**config.mk**
```make
export PLATFORM = sky130hd
export DESIGN_NAME = lsu_mem_master
export DESIGN_NICKNAME = d
export VERILOG_FILES = /design/src/rtl/lsu_mem_master.sv
export SDC_FILE = /design/constraint.sdc
export NUM_CORES = 1
export LEC_CHECK = 0
export ABC_AREA = 1
export CORE_MARGIN = 8
export CORE_UTILIZATION = 56
export CTS_CLUSTER_SIZE = 28
export DETAILED_ROUTE_END_ITERATION = 8
export PLACE_DENSITY_LB_ADDON = 0.25
export SLEW_MARGIN = 0
export SYNTH_ARGS = -nofsm -noshare
export SYNTH_HDL_FRONTEND = slang
export SYNTH_SLANG_ARGS = --single-unit
```
**constraint.sdc**
```tcl
create_clock -name clk -period 6.2 [get_ports clk]
set_clock_uncertainty 0.15 [all_clocks]
set_input_delay 0.62 -clock clk [delete_from_list [all_inputs] [get_ports clk]]
set_output_delay 0.62 -clock clk [all_outputs]
set_load 0.05 [all_outputs]
```
**src/rtl/lsu_mem_master.sv**
```systemverilog
// Load/store initiator: turns byte-addressed CPU requests into one or two beats on a
// 1024 x 32 byte-lane RAM and returns extended load data with a one-cycle response pulse.
module lsu_mem_master #(
  parameter int MISALIGNED_SPLIT = 1
) (
  input  logic        clk,
  input  logic        rst_n,
  input  logic        req_valid,
  output logic        req_ready,
  input  logic        req_write,
  input  logic [1:0]  req_size,
  input  logic        req_unsigned,
  input  logic [31:0] req_addr,
  input  logic [31:0] req_wdata,
  output logic        resp_valid,
  output logic [31:0] resp_rdata,
  output logic        resp_fault,
  output logic [9:0]  mem_address,
  output logic [31:0] mem_in,
  input  logic [31:0] mem_out,
  output logic [3:0]  mem_we
);

  typedef enum logic [1:0] {
    S_IDLE  = 2'd0,
    S_BEAT0 = 2'd1,
    S_BEAT1 = 2'd2,
    S_RESP  = 2'd3
  } state_e;

  function automatic logic [2:0] size_bytes(input logic [1:0] size);
    case (size)
      2'b00:   size_bytes = 3'd1;
      2'b01:   size_bytes = 3'd2;
      default: size_bytes = 3'd4;
    endcase
  endfunction

  function automatic logic [3:0] lane_mask(input logic [1:0] size);
    case (size)
      2'b00:   lane_mask = 4'b0001;
      2'b01:   lane_mask = 4'b0011;
      default: lane_mask = 4'b1111;
    endcase
  endfunction

  // Align the two beats so the requested bytes sit at [n*8-1:0], then extend.
  function automatic logic [31:0] load_extend(input logic [63:0] both, input logic [1:0] off,
                                              input logic [1:0] size, input logic uns);
    logic [63:0] sh;
    sh = both >> {off, 3'b000};
    case (size)
      2'b00:   load_extend = uns ? {24'd0, sh[7:0]}  : {{24{sh[7]}}, sh[7:0]};
      2'b01:   load_extend = uns ? {16'd0, sh[15:0]} : {{16{sh[15]}}, sh[15:0]};
      default: load_extend = sh[31:0];
    endcase
  endfunction

  state_e      state_q;
  logic        resp_valid_q;
  logic        resp_fault_q;
  logic [31:0] resp_rdata_q;
  logic [9:0]  mem_address_q;
  logic [31:0] mem_in_q;

  logic        write_q;
  logic        uns_q;
  logic [1:0]  size_q;
  logic [1:0]  off_q;
  logic [9:0]  waddr_q;
  logic [6:0]  mask_q;
  logic [55:0] wide_q;
  logic [31:0] lo_q;

  logic        accept;
  logic [2:0]  req_n;
  logic [3:0]  req_lanes;
  logic [3:0]  req_end;
  logic        req_cross;
  logic        req_fault;
  logic [6:0]  req_mask;
  logic [31:0] req_data_m;
  logic [55:0] req_wide;
  logic        need_beat1;

  assign accept     = req_valid && (state_q == S_IDLE);
  assign req_n      = size_bytes(req_size);
  assign req_lanes  = lane_mask(req_size);
  assign req_end    = {2'b00, req_addr[1:0]} + {1'b0, req_n};
  assign req_cross  = req_end > 4'd4;
  assign req_fault  = (|req_addr[31:12]) || (req_size == 2'b11) ||
                      (req_cross && ((MISALIGNED_SPLIT == 0) || (req_addr[11:2] == 10'h3FF)));
  assign req_mask   = {3'b000, req_lanes} << req_addr[1:0];
  // Bytes above the access size are cleared so they never reach the RAM bus.
  assign req_data_m = req_wdata & {{8{req_lanes[3]}}, {8{req_lanes[2]}},
                                   {8{req_lanes[1]}}, {8{req_lanes[0]}}};
  assign req_wide   = {24'd0, req_data_m} << {req_addr[1:0], 3'b000};
  assign need_beat1 = |mask_q[6:4];

  assign req_ready   = (state_q == S_IDLE);
  assign resp_valid  = resp_valid_q;
  assign resp_rdata  = resp_rdata_q;
  assign resp_fault  = resp_fault_q;
  assign mem_address = mem_address_q;
  assign mem_in      = mem_in_q;

  // Write enables come straight from state so an asynchronous reset kills them at once.
  always_comb begin
    mem_we = 4'b0000;
    if (write_q && (state_q == S_BEAT0)) mem_we = mask_q[3:0];
    if (write_q && (state_q == S_BEAT1)) mem_we = {1'b0, mask_q[6:4]};
  end

  always_ff @(posedge clk or negedge rst_n) begin
    if (!rst_n) begin
      state_q       <= S_IDLE;
      resp_valid_q  <= 1'b0;
      resp_fault_q  <= 1'b0;
      resp_rdata_q  <= 32'd0;
      mem_address_q <= 10'd0;
      mem_in_q      <= 32'd0;
    end else begin
      resp_valid_q <= 1'b0;
      case (state_q)
        S_IDLE: begin
          if (accept) begin
            if (req_fault) begin
              state_q      <= S_RESP;
              resp_valid_q <= 1'b1;
              resp_fault_q <= 1'b1;
              resp_rdata_q <= 32'd0;
            end else begin
              state_q       <= S_BEAT0;
              mem_address_q <= req_addr[11:2];
              mem_in_q      <= req_wide[31:0];
            end
          end
        end
        S_BEAT0: begin
          if (need_beat1) begin
            state_q       <= S_BEAT1;
            mem_address_q <= waddr_q + 10'd1;
            mem_in_q      <= {8'd0, wide_q[55:32]};
          end else begin
            state_q      <= S_RESP;
            resp_valid_q <= 1'b1;
            resp_fault_q <= 1'b0;
            resp_rdata_q <= write_q ? 32'd0 : load_extend({32'd0, mem_out}, off_q, size_q, uns_q);
          end
        end
        S_BEAT1: begin
          state_q      <= S_RESP;
          resp_valid_q <= 1'b1;
          resp_fault_q <= 1'b0;
          resp_rdata_q <= write_q ? 32'd0 : load_extend({mem_out, lo_q}, off_q, size_q, uns_q);
        end
        default: begin
          state_q <= S_IDLE;
        end
      endcase
    end
  end

  // Request fields and the first read beat: pure datapath, no reset needed.
  always_ff @(posedge clk) begin
    if (accept) begin
      write_q <= req_write;
      uns_q   <= req_unsigned;
      size_q  <= req_size;
      off_q   <= req_addr[1:0];
      waddr_q <= req_addr[11:2];
      mask_q  <= req_mask;
      wide_q  <= req_wide;
    end
    if (state_q == S_BEAT0) lo_q <= mem_out;
  end

endmodule
```
==> results.ini <==
[outcome]
status = finished, final reports clean

[critical_path]
endpoint_kind = flip-flop
cp_arrival_ps = 4590
r2r_start = state_q[1]$_DFFE_PN0N_
worst_setup_path_start_kind = input port
reg2regPathDepth = 9
worst-endpoint-required_ps = 6410
critical_path_class = in -> reg
critical_path.reg2reg.endpoint = resp_rdata[15]$_DFFE_PN0P_
crit_path_max_fanout = 38
rrSetupSlack_ps = 2750

[yosys]
synth.cells.most_frequent = sky130_fd_sc_hd__nand2_1 (402), sky130_fd_sc_hd__nand3_1 (90), sky130_fd_sc_hd__o21ai_0 (83), sky130_fd_sc_hd__edfxtp_1 (79), sky130_fd_sc_hd__dfrtp_1 (78)
yosys_register_bits = 157
synth_fp_nets = 1243
post_synthesis_xor_xnor_area_fraction_pct = 0.290
mappedNetlistArea_mm2 = 0.00905
syn-instance-count = 1131
synthSimpleGateAreaFrac_pct = 27.9
synthMostInstantiatedCell = sky130_fd_sc_hd__nand2_1
synth_compound_area_share_pct = 14.0
synth_fa_ha_area_share_pct = 1.33
synth-async-reset-ratio_pct = 49.7
synth_enable_flop_cells = 79
ys_dominant_reg_cell = sky130_fd_sc_hd__edfxtp_1
yosysSeqAreaShare_pct = 47.8
synth.area.mux_share_pct = 0.553
dominant_combinational_cell_family_by_area_after_synthesis = simple AND/OR/NAND/NOR gates
synth.distinct_cells = 43
yosysTopAreaCell = sky130_fd_sc_hd__edfxtp_1
post_synth.cell_area_avg_um2 = 8.01
synthTopCellsByArea = sky130_fd_sc_hd__edfxtp_1 (26%), sky130_fd_sc_hd__dfrtp_1 (22%), sky130_fd_sc_hd__nand2_1 (17%), sky130_fd_sc_hd__nand3_1 (5.0%), sky130_fd_sc_hd__o21ai_0 (4.6%)
synth_top_area_share_pct = 26.2
synth.yosys.warnings = 0

[global_routing]
grt_start_max_net_pins = 79
global_route_wire_length_before_repair_mm = 40.5
gr-usage-all-layers_pct = 25.1
globalRouteOverflowTotal = 0
via_count_of_the_first_global_routing_pass = 8120
initial_antenna_violation_count = 1

[floorplan]
die_w_um = 143
design.core.area_mm2 = 0.0158
floorplan.initialDensity_pct = 57.2
ioPinCount = 184
placement_rows = 46
die_height_um = 143
dieArea_mm2 = 0.0205

[clock_network]
h_tree_lvls = 4
cts.reportedPaths.clkPinSlew_ps = 60
post-cts-setup-buffer-count = 0
hold_buffers = 0
clock_tree.root_cell = sky130_fd_sc_hd__clkbuf_16
max_root_sink_buffers = 2
cts.sinks = 157
tritoncts = done
numCtsBuffers = 17
post_cts_resized = 0
worst_skew_pair.late_latency_ps = 430

[detailed_routing]
routed_wirelength_mm = 25.6
postRouteAntennaNets = 0
drc = 0
routed-via-count = 8445
drt-initial-drc-count = 860
post_drt_via_cell_ratio = 5.65
detailedRoute.firstPassIterationCount = 6
avgRoutedWirePerCell_um = 17.1

[power_and_ir_drop]
switching_share_pct = 46.6
p_per_area_mw_per_mm2 = 466
intPower_mw = 2.83
power.static_leakage_nw = 5.00
power_mw = 5.29
power_switching_mw = 2.46
p_seq_share_pct = 30.8
power.share.combinational_pct = 49.4
share_clk_of_total_power_pct = 19.8
vdd.ir_drop.worst_v = 0.000310

[layout]
antenna_cells = 0
post-route-util_pct = 71.7
fin_area_mm2 = 0.0113
layout-area-overhead-vs-synth_pct = 25.3
num-nets-final = 1380
multi_input_comb_area_mm2 = 0.00401
fraction_of_final_layout_cells_with_drive_strength_greater_than_1_pct = 6.72
sequential_cell_area_mm2 = 0.00432
fill_cells = 1259

[placement]
detailedPlacementHpwl_mm = 17.9
numPortBuffers = 183
placedInstanceArea_mm2 = 0.0108
place_congestion = 0.921

[sta]
slew_headroom_pct = 21.2
final.setup.tns_ps = 0
setup-violations-final = 0
worstMarginPinSlew_ps = 1180
finalCriticalPeriod_ps = 4380
share_of_the_cycle_needed_by_the_critical_path_after_routing_pct = 70.6
hold_slack_ps = 175
finalHoldViolCount = 0
clock.fmax_ghz = 0.229
rsz_0062_raised_after_global_routing = false
number_of_max_slew_violations_in_the_final_report = 0

[flow_run]
max_cap_violations = 0

[hold_path]
hold_class = in -> async

sequential cells by signal, summed over array words and instances (netlist names):
signal and flops:
uns_q 1, lo_q 32, resp_fault 1, resp_valid 1
mem_address 10, mask_q 7, write_q 1, resp_rdata 32
size_q 2, state_q 2, mem_in 32, off_q 2
wide_q 24, waddr_q 10
placed cells by master (no fill, tap or decap), types with 5 or more instances in the layout:
| master | count |
|---|---|
| sky130_fd_sc_hd__dfrtp_1 | 78 |
| sky130_fd_sc_hd__edfxtp_1 | 79 |
| sky130_fd_sc_hd__inv_2 | 8 |
| sky130_fd_sc_hd__mux2i_1 | 5 |
| sky130_fd_sc_hd__inv_1 | 65 |
| sky130_fd_sc_hd__nand3_1 | 90 |
| sky130_fd_sc_hd__inv_6 | 6 |
| sky130_fd_sc_hd__nand4_1 | 6 |
| sky130_fd_sc_hd__o22ai_1 | 12 |
| sky130_fd_sc_hd__a31oi_1 | 10 |
| sky130_fd_sc_hd__buf_4 | 7 |
| sky130_fd_sc_hd__nor2_1 | 61 |
| sky130_fd_sc_hd__clkdlybuf4s50_1 | 182 |
| sky130_fd_sc_hd__a22oi_1 | 33 |
| sky130_fd_sc_hd__ha_1 | 7 |
| sky130_fd_sc_hd__o211ai_1 | 13 |
| sky130_fd_sc_hd__o21ai_2 | 8 |
| sky130_fd_sc_hd__nand2_1 | 402 |
| sky130_fd_sc_hd__a21oi_1 | 16 |
| sky130_fd_sc_hd__or2_2 | 13 |
| sky130_fd_sc_hd__clkbuf_16 | 17 |
| sky130_fd_sc_hd__o21ai_1 | 30 |
| sky130_fd_sc_hd__o21ai_0 | 83 |
per-layer routing:
metal	routed length [µm]	share of wire (%)	global-route usage [%]	vias to the layer above
met4	614	2.4	9.00	2
met1	10500	41	33.2	3908
met3	2560	10	6.44	58
met5	11	0.043	0	-
li1	-	-	-	4051
met2	11800	46	38.9	426
power groups by stage:
stage / combinational, mW / clock, mW / sequential [mW]
2_1_floorplan: 1.33 / 0 / 2.21
3_3_place_gp: 2.56 / 0 / 1.63
3_5_place_dp: 2.60 / 0 / 1.64
4_1_cts: 2.61 / 1.05 / 1.62
5_1_grt: 2.83 / 1.09 / 1.65
6_report: 2.61 / 1.05 / 1.63
logic make-up after synthesis:
group | Yosys count
DFF | 157
adders and majority gates | 9
buffers and inverters | 147
AOI/OAI and AO/OA | 214
and+or+nand+nor | 596
xor gates and xnor gates | 3
muxes | 5
per-stage QoR:
| stage | cells | worst slack (ps) |
|---|---|---|
| after CTS | 1496 | 1820 |
| final | 1496 | 1820 |
| after detailed placement | 1465 | 1380 |
| after floorplan | 1131 | 2480 |
| after global placement | 1465 | 1500 |
| after global routing | 1496 | 1410 |
area by class of cell:
cell class	count	area share, %
multi-input cells	827	35.3
clock inverters	13	1.37
inverters	76	2.56
clock buffers	18	3.78
well taps	216	2.38
repair buffers	189	16.5
flip-flops and latches	157	38.1
critical path, stage by stage:
cell	delay, ps
sky130_fd_sc_hd__clkdlybuf4s50_1	930
sky130_fd_sc_hd__nor2_1	220
sky130_fd_sc_hd__ha_1	280
sky130_fd_sc_hd__fa_1	490
sky130_fd_sc_hd__inv_1	40
sky130_fd_sc_hd__nand2_1	50
sky130_fd_sc_hd__nand3_1	60
sky130_fd_sc_hd__nand2_1	80
sky130_fd_sc_hd__nand2_1	90
sky130_fd_sc_hd__nand3_2	100
sky130_fd_sc_hd__nand2_2	390
sky130_fd_sc_hd__nor2_2	1000
sky130_fd_sc_hd__nand2_1	140
sky130_fd_sc_hd__nand2_1	100
worst max path at each step:
stage | slack [ps] | cells after the start | from | end
after CTS | 1820 | 14 | req_size[1] | resp_rdata[15]$_DFFE_PN0P_
after global placement | 1500 | 14 | req_size[1] | resp_rdata[24]$_DFFE_PN0P_
after global routing | 1410 | 14 | req_size[1] | resp_rdata[24]$_DFFE_PN0P_
after detailed placement | 1380 | 14 | req_size[1] | resp_rdata[30]$_DFFE_PN0P_
final | 1820 | 14 | req_size[1] | resp_rdata[15]$_DFFE_PN0P_
after floorplan | 2480 | 7 | state_q[1]$_DFFE_PN0N_ | mem_we[0]
No activity file was read; power rests on OpenSTA's default activity.
==> RTL edit 1, RTL diff (config.mk and constraints unchanged) <==
Encoding of `state_e`: now one-hot (4 bits for 4 states).
--- a/src/rtl/lsu_mem_master.sv
+++ b/src/rtl/lsu_mem_master.sv
@@ -23,7 +23,7 @@
 
-  typedef enum logic [1:0] {
-    S_IDLE  = 2'd0,
-    S_BEAT0 = 2'd1,
-    S_BEAT1 = 2'd2,
-    S_RESP  = 2'd3
+  typedef enum logic [3:0] {
+    S_IDLE  = 4'b0001,
+    S_BEAT0 = 4'b0010,
+    S_BEAT1 = 4'b0100,
+    S_RESP  = 4'b1000
   } state_e;
Check against the original RTL: no difference found for any inputs over 4 cycles, from zero or initial values and one cycle with rst_n low; so few cycles prove little.
==> RTL edit 1 against the unedited design <==
Total power is 26% lower. First-iteration DRC count is 46% higher. Synthesized area up 2.4%. Final cell count increased by 3.8%. Design area increased by 1.3%. Setup slack worse by 0.071 ns. Sequential cell count grew 2. Via count up 4.9%. Wire length up 3.6%. Register-to-register slack worse by 0.08 ns. Critical path type unchanged. Critical endpoint is now mem_in[9]. Highest routed layer is now met4.
==> RTL edit 1: results (changes against the unedited design) <==
r2r endpoint resp_rdata[23] (was resp_rdata[15]); wire length on met2 12,200 µm (was 11,800 µm); Net Count, Synth 1,298 (was 1,243); grt met2 use 39.8% (was 38.9%); H-tree Lvls 4 (unchanged); Filler Cell Count 1,344 (was 1,259); clk tree area frac 4.97% (was 5.15%); synth unique cells 42 (was 43); Peak VDD IR 0.211 mV (was 0.310 mV); largest net degree at the start of global routing 104 (was 79); Leak Pwr 5.08 nW (was 5.00 nW); most instantiated cells after synthesis nand2_1, nand3_1, o21ai_0 (unchanged); GR Util All Layers 25.9% (was 25.1%); first-pass GRT wire length 42,500 µm (was 40,500 µm); top post-synthesis cells by area edfxtp_1, dfrtp_1, nand2_1, nand3_1, o21ai_0 (unchanged); worst r2r src state_q[0] (was state_q[1]); DRT iter0 DRCs 1,252 (was 860); r2r setup slk 2.67 ns (was 2.75 ns); FFs w/ async S/R, synth 50.3% (was 49.7%); Net Sw Frac 40.1% (was 46.6%); sequential share of cell area 38.0% (was 38.1%); sequential share of the synthesized area 47.2% (was 47.8%); NonClk Buf Share 16.3% (was 16.5%); post-CTS sizing 0 (unchanged); DR pass1 iterations 7 (was 6); worst skew pair latency 0.43 ns (about the same); Slew @ Worst Pin 1.19 ns (was 1.18 ns); status completed (unchanged); pre-CTS WS 1.31 ns (was 1.38 ns); worst reg2reg path depth 7 (was 9); highest metal used met4 (was met5); wire per inst 17.0 µm (was 17.1 µm); initial antenna violation count 0 (was 1); CP arrival 4.59 ns (about the same); fraction of area in multi-input gates 36.1% (was 35.3%); fmax 225 MHz (was 229 MHz); global routing usage on met3 6.46% (was 6.44%); Hold Crit Class in2async (unchanged); Placer Congestion 0.936 (was 0.921); number of clock buffers in the layout 19 (was 18); met1 usage in global routing 34.7% (was 33.2%); vias in the first global route 8,369 (was 8,120); CP max stage cell nor2_1 (was nor2_2); CP peak stage delay 0.76 ns (was 1.00 ns); hpwl dp 17,900 µm (about the same); DR WL met3 2940 µm (was 2560 µm); FF+latch count, synth 159 (was 157); # nets final 1,427 (was 1,380); largest fanout on the critical path 64 (was 38); Via density 5.71 (was 5.65); WL met1 10,800 µm (was 10,500 µm); inverters 65 (was 76); number of multi-input logic gates 888 (was 827); layout cells sized above 1 6.53% (was 6.72%)
[RTL edit 1: cell types whose count changed after synthesis, moves of 9 or more]
cell      change
o21ai_1      -18
o21ai_0      +25
o21ai_2      +12
a31oi_1       -9
a22oi_1      -32
nand2_1      -22
nor2_1       +23
o211ai_1      -9
nand3_1      +82
a21oi_1      +32
[RTL edit 1: how the worst max path moves through the flow]
| stage | from | endpoint | slack, ns | cells after the start |
|---|---|---|---|---|
| finish | req_size[1] | mem_in[9] | 1.75 | 13 |
| global route | req_size[1] | mem_address[0] | 1.34 | 13 |
| CTS | req_size[1] | mem_in[9] | 1.76 | 13 |
| detailed placement | req_size[1] | mem_in[9] | 1.31 | 13 |
| global placement | req_size[1] | mem_in[18] | 1.43 | 13 |
| floorplan | req_valid | resp_rdata[16] | 2.56 | 7 |
[RTL edit 1: per-stage QoR]
stage	utilization (%)	hold WS [ns]	std cells	instance area (µm²)
2_1_floorplan	-	0.174	1191	9270
3_3_place_gp	66.6	0.307	1521	10900
3_5_place_dp	66.6	0.312	1521	10900
4_1_cts	70.1	0.252	1553	11500
5_1_grt	70.1	0.282	1553	11500
6_report	70.1	0.200	1553	11500
[RTL edit 1: kinds of logic after synthesis]
family | count (synthesis) | synth area share (%)
fa+ha+maj | 4 | 0.621
flops | 159 | 47.2
xor+xnor | 4 | 0.378
buf+inv | 144 | 8.07
simple gates | 666 | 30.7
mux | 1 | 0.108
compound gates | 213 | 13.0
[RTL edit 1: power by group through the flow]
stage	Sequential (mW)	Combinational, mW	Clock, mW
2_1_floorplan	1.77	0.719	0
3_3_place_gp	1.42	1.44	0
3_5_place_dp	1.42	1.46	0
4_1_cts	1.40	1.47	1.04
5_1_grt	1.42	1.59	1.08
6_report	1.40	1.47	1.03
==> RTL edit 2, RTL diff (config.mk and constraints unchanged) <==
Without the edit above. Put one more register stage on the output `resp_fault`, with the module's reset. The value now appears one clock later. The other outputs are not delayed to match.
--- a/src/rtl/lsu_mem_master.sv
+++ b/src/rtl/lsu_mem_master.sv
@@ -102,3 +102,9 @@
   assign resp_rdata  = resp_rdata_q;
-  assign resp_fault  = resp_fault_q;
+  always_ff @(posedge clk or negedge rst_n) begin
+    if (!rst_n) begin
+      resp_fault <= '0;
+    end else begin
+      resp_fault <= resp_fault_q;
+    end
+  end
   assign mem_address = mem_address_q;
Check against the original RTL: not equivalent (a bounded check fails within 4 cycles, from zero or initial values and one cycle with rst_n low).
==> RTL edit 2 against the unedited design <==
Wire length rose by 3.6%. First-iteration DRC count grew 17%. Global-route usage is 1.4 points higher. Synthesized area barely moved. Total power increased by 0.52%. Setup slack improved by 0.29 ns. Sequential share of layout area up 0.23 points. Synthesized cell count fell by 0.88%. Design area barely moved. Sequential cell count is 1 higher. Register-to-register slack got worse by 0.04 ns. Critical path type unchanged. Largest cell class unchanged. Highest routed layer is now met4.
==> RTL edit 2: results (changes against the unedited design) <==
global routing usage on met3 5.61% (was 6.44%); # port buffers 183 (unchanged); largest fanout on the critical path 35 (was 38); worst r2r src state_q[1] (unchanged); FFs w/ async S/R, synth 50.0% (was 49.7%); met1 usage in global routing 34.4% (was 33.2%); CP max stage cell clkdlybuf4s50_1 (was nor2_2); relative slew slack 24.3% (was 21.2%); clk buf depth 2 (unchanged); CP Launch Point req_size[1] (unchanged); postcts setup bufs 0 (unchanged); Placer Congestion 0.910 (was 0.921); DR WL met3 2570 µm (was 2560 µm); first-pass GRT wire length 42,700 µm (was 40,500 µm); Leak Pwr 4.96 nW (was 5.00 nW); sequential share of the synthesized area 48.0% (was 47.8%); initial antenna violation count 1 (unchanged); H-tree Lvls 4 (unchanged); DR pass1 iterations 8 (was 6); status completed (unchanged); post-CTS sizing 0 (unchanged); Synth warnings 0 (unchanged); TritonCTS Buffers 17 (unchanged); vias in the first global route 8,259 (was 8,120); most instantiated cells after synthesis nand2_1, o21ai_0, dfrtp_1, edfxtp_1, nand3_1 (was nand2_1, nand3_1, o21ai_0); CP top delay family simple AND/OR/NAND/NOR gates (unchanged); Net Count, Synth 1,233 (was 1,243); CP peak stage delay 0.95 ns (was 1.00 ns); top post-synthesis cells by area edfxtp_1, dfrtp_1, nand2_1, o21ai_0, nand3_1 (was edfxtp_1, dfrtp_1, nand2_1, nand3_1, o21ai_0); clock-pin slew on the worst setup and hold paths about 0.070 ns; Main synth FF type edfxtp_1 (unchanged); WL met1 10,600 µm (was 10,500 µm); worst skew pair latency 0.43 ns (about the same); DRT iter0 DRCs 1,007 (was 860); hpwl dp 18,300 µm (was 17,900 µm); Post-synth EDFFs 79 (unchanged); GR Util All Layers 26.4% (was 25.1%); layout cells sized above 1 6.44% (was 6.72%); hold slack 0.210 ns (was 0.175 ns); Hold Crit Class in2async (unchanged); Via density 5.72 (was 5.65); # nets final 1,372 (was 1,380); grt met2 use 42.6% (was 38.9%); synth unique cells 46 (was 43); CP arrival 4.30 ns (was 4.59 ns); Peak VDD IR 0.376 mV (was 0.310 mV); clock root cell clkbuf_16 (unchanged); highest metal used met4 (was met5); Routed WL 26,500 µm (was 25,600 µm); wire length on met2 12,700 µm (was 11,800 µm); r2r setup slk 2.71 ns (was 2.75 ns); largest net degree at the start of global routing 92 (was 79)
## RTL edit 2: changes by cell type after synthesis, sizes merged, moves of 5 or more
| cell | before | now |
|---|---|---|
| buf | 55 | 50 |
| nand2 | 407 | 389 |
| o211ai | 13 | 4 |
| nand3 | 97 | 85 |
| o21ai | 121 | 147 |
| a21oi | 16 | 28 |
| nor2 | 65 | 73 |
## RTL edit 2: final cells by class
type | instances | area (µm²)
inverters | 75 | 289
clock buffers | 17 | 425
multi-input cells | 818 | 3980
diodes | 1 | 2.50
repair buffers | 190 | 1880
fillers | 1266 | 4480
flip-flops and latches | 158 | 4350
clock inverters | 15 | 151
well taps | 216 | 270
## RTL edit 2: worst paths after layout
path                                 end  depth (start not counted)
setup / recovery           resp_rdata[2]                         12
max in group asynchronous     mem_in[17]                          1
setup reg to reg              mem_in[19]                         10
hold reg to reg               resp_fault                          0
hold / removal             resp_rdata[1]                          1
min in group clk              resp_fault                          0
## RTL edit 2: kinds of logic after synthesis
logic type,count (synthesis),share of synthesized area (%)
compound gates,236,14.5
xor+xnor,5,0.483
fa+ha+maj,9,1.33
buf+inv,145,8.26
flops,158,48.0
mux,5,0.552
simple gates,563,26.9
## RTL edit 2: stage by stage
step | setup slack (ns) | utilization, % | cell area, µm² | instances
floorplan | 2.48 | - | 9060 | 1121
CTS | 2.17 | 71.7 | 11300 | 1489
detailed placement | 1.74 | 68.0 | 10800 | 1457
finish | 2.11 | 71.7 | 11300 | 1490
global placement | 1.91 | 68.0 | 10800 | 1457
global route | 1.78 | 71.7 | 11300 | 1490
## RTL edit 2: power by group
group          switching (mW)  internal, mW  total [mW]
Combinational            1.85         0.775        2.63
Clock                   0.467         0.566        1.03
Sequential              0.195          1.46        1.65
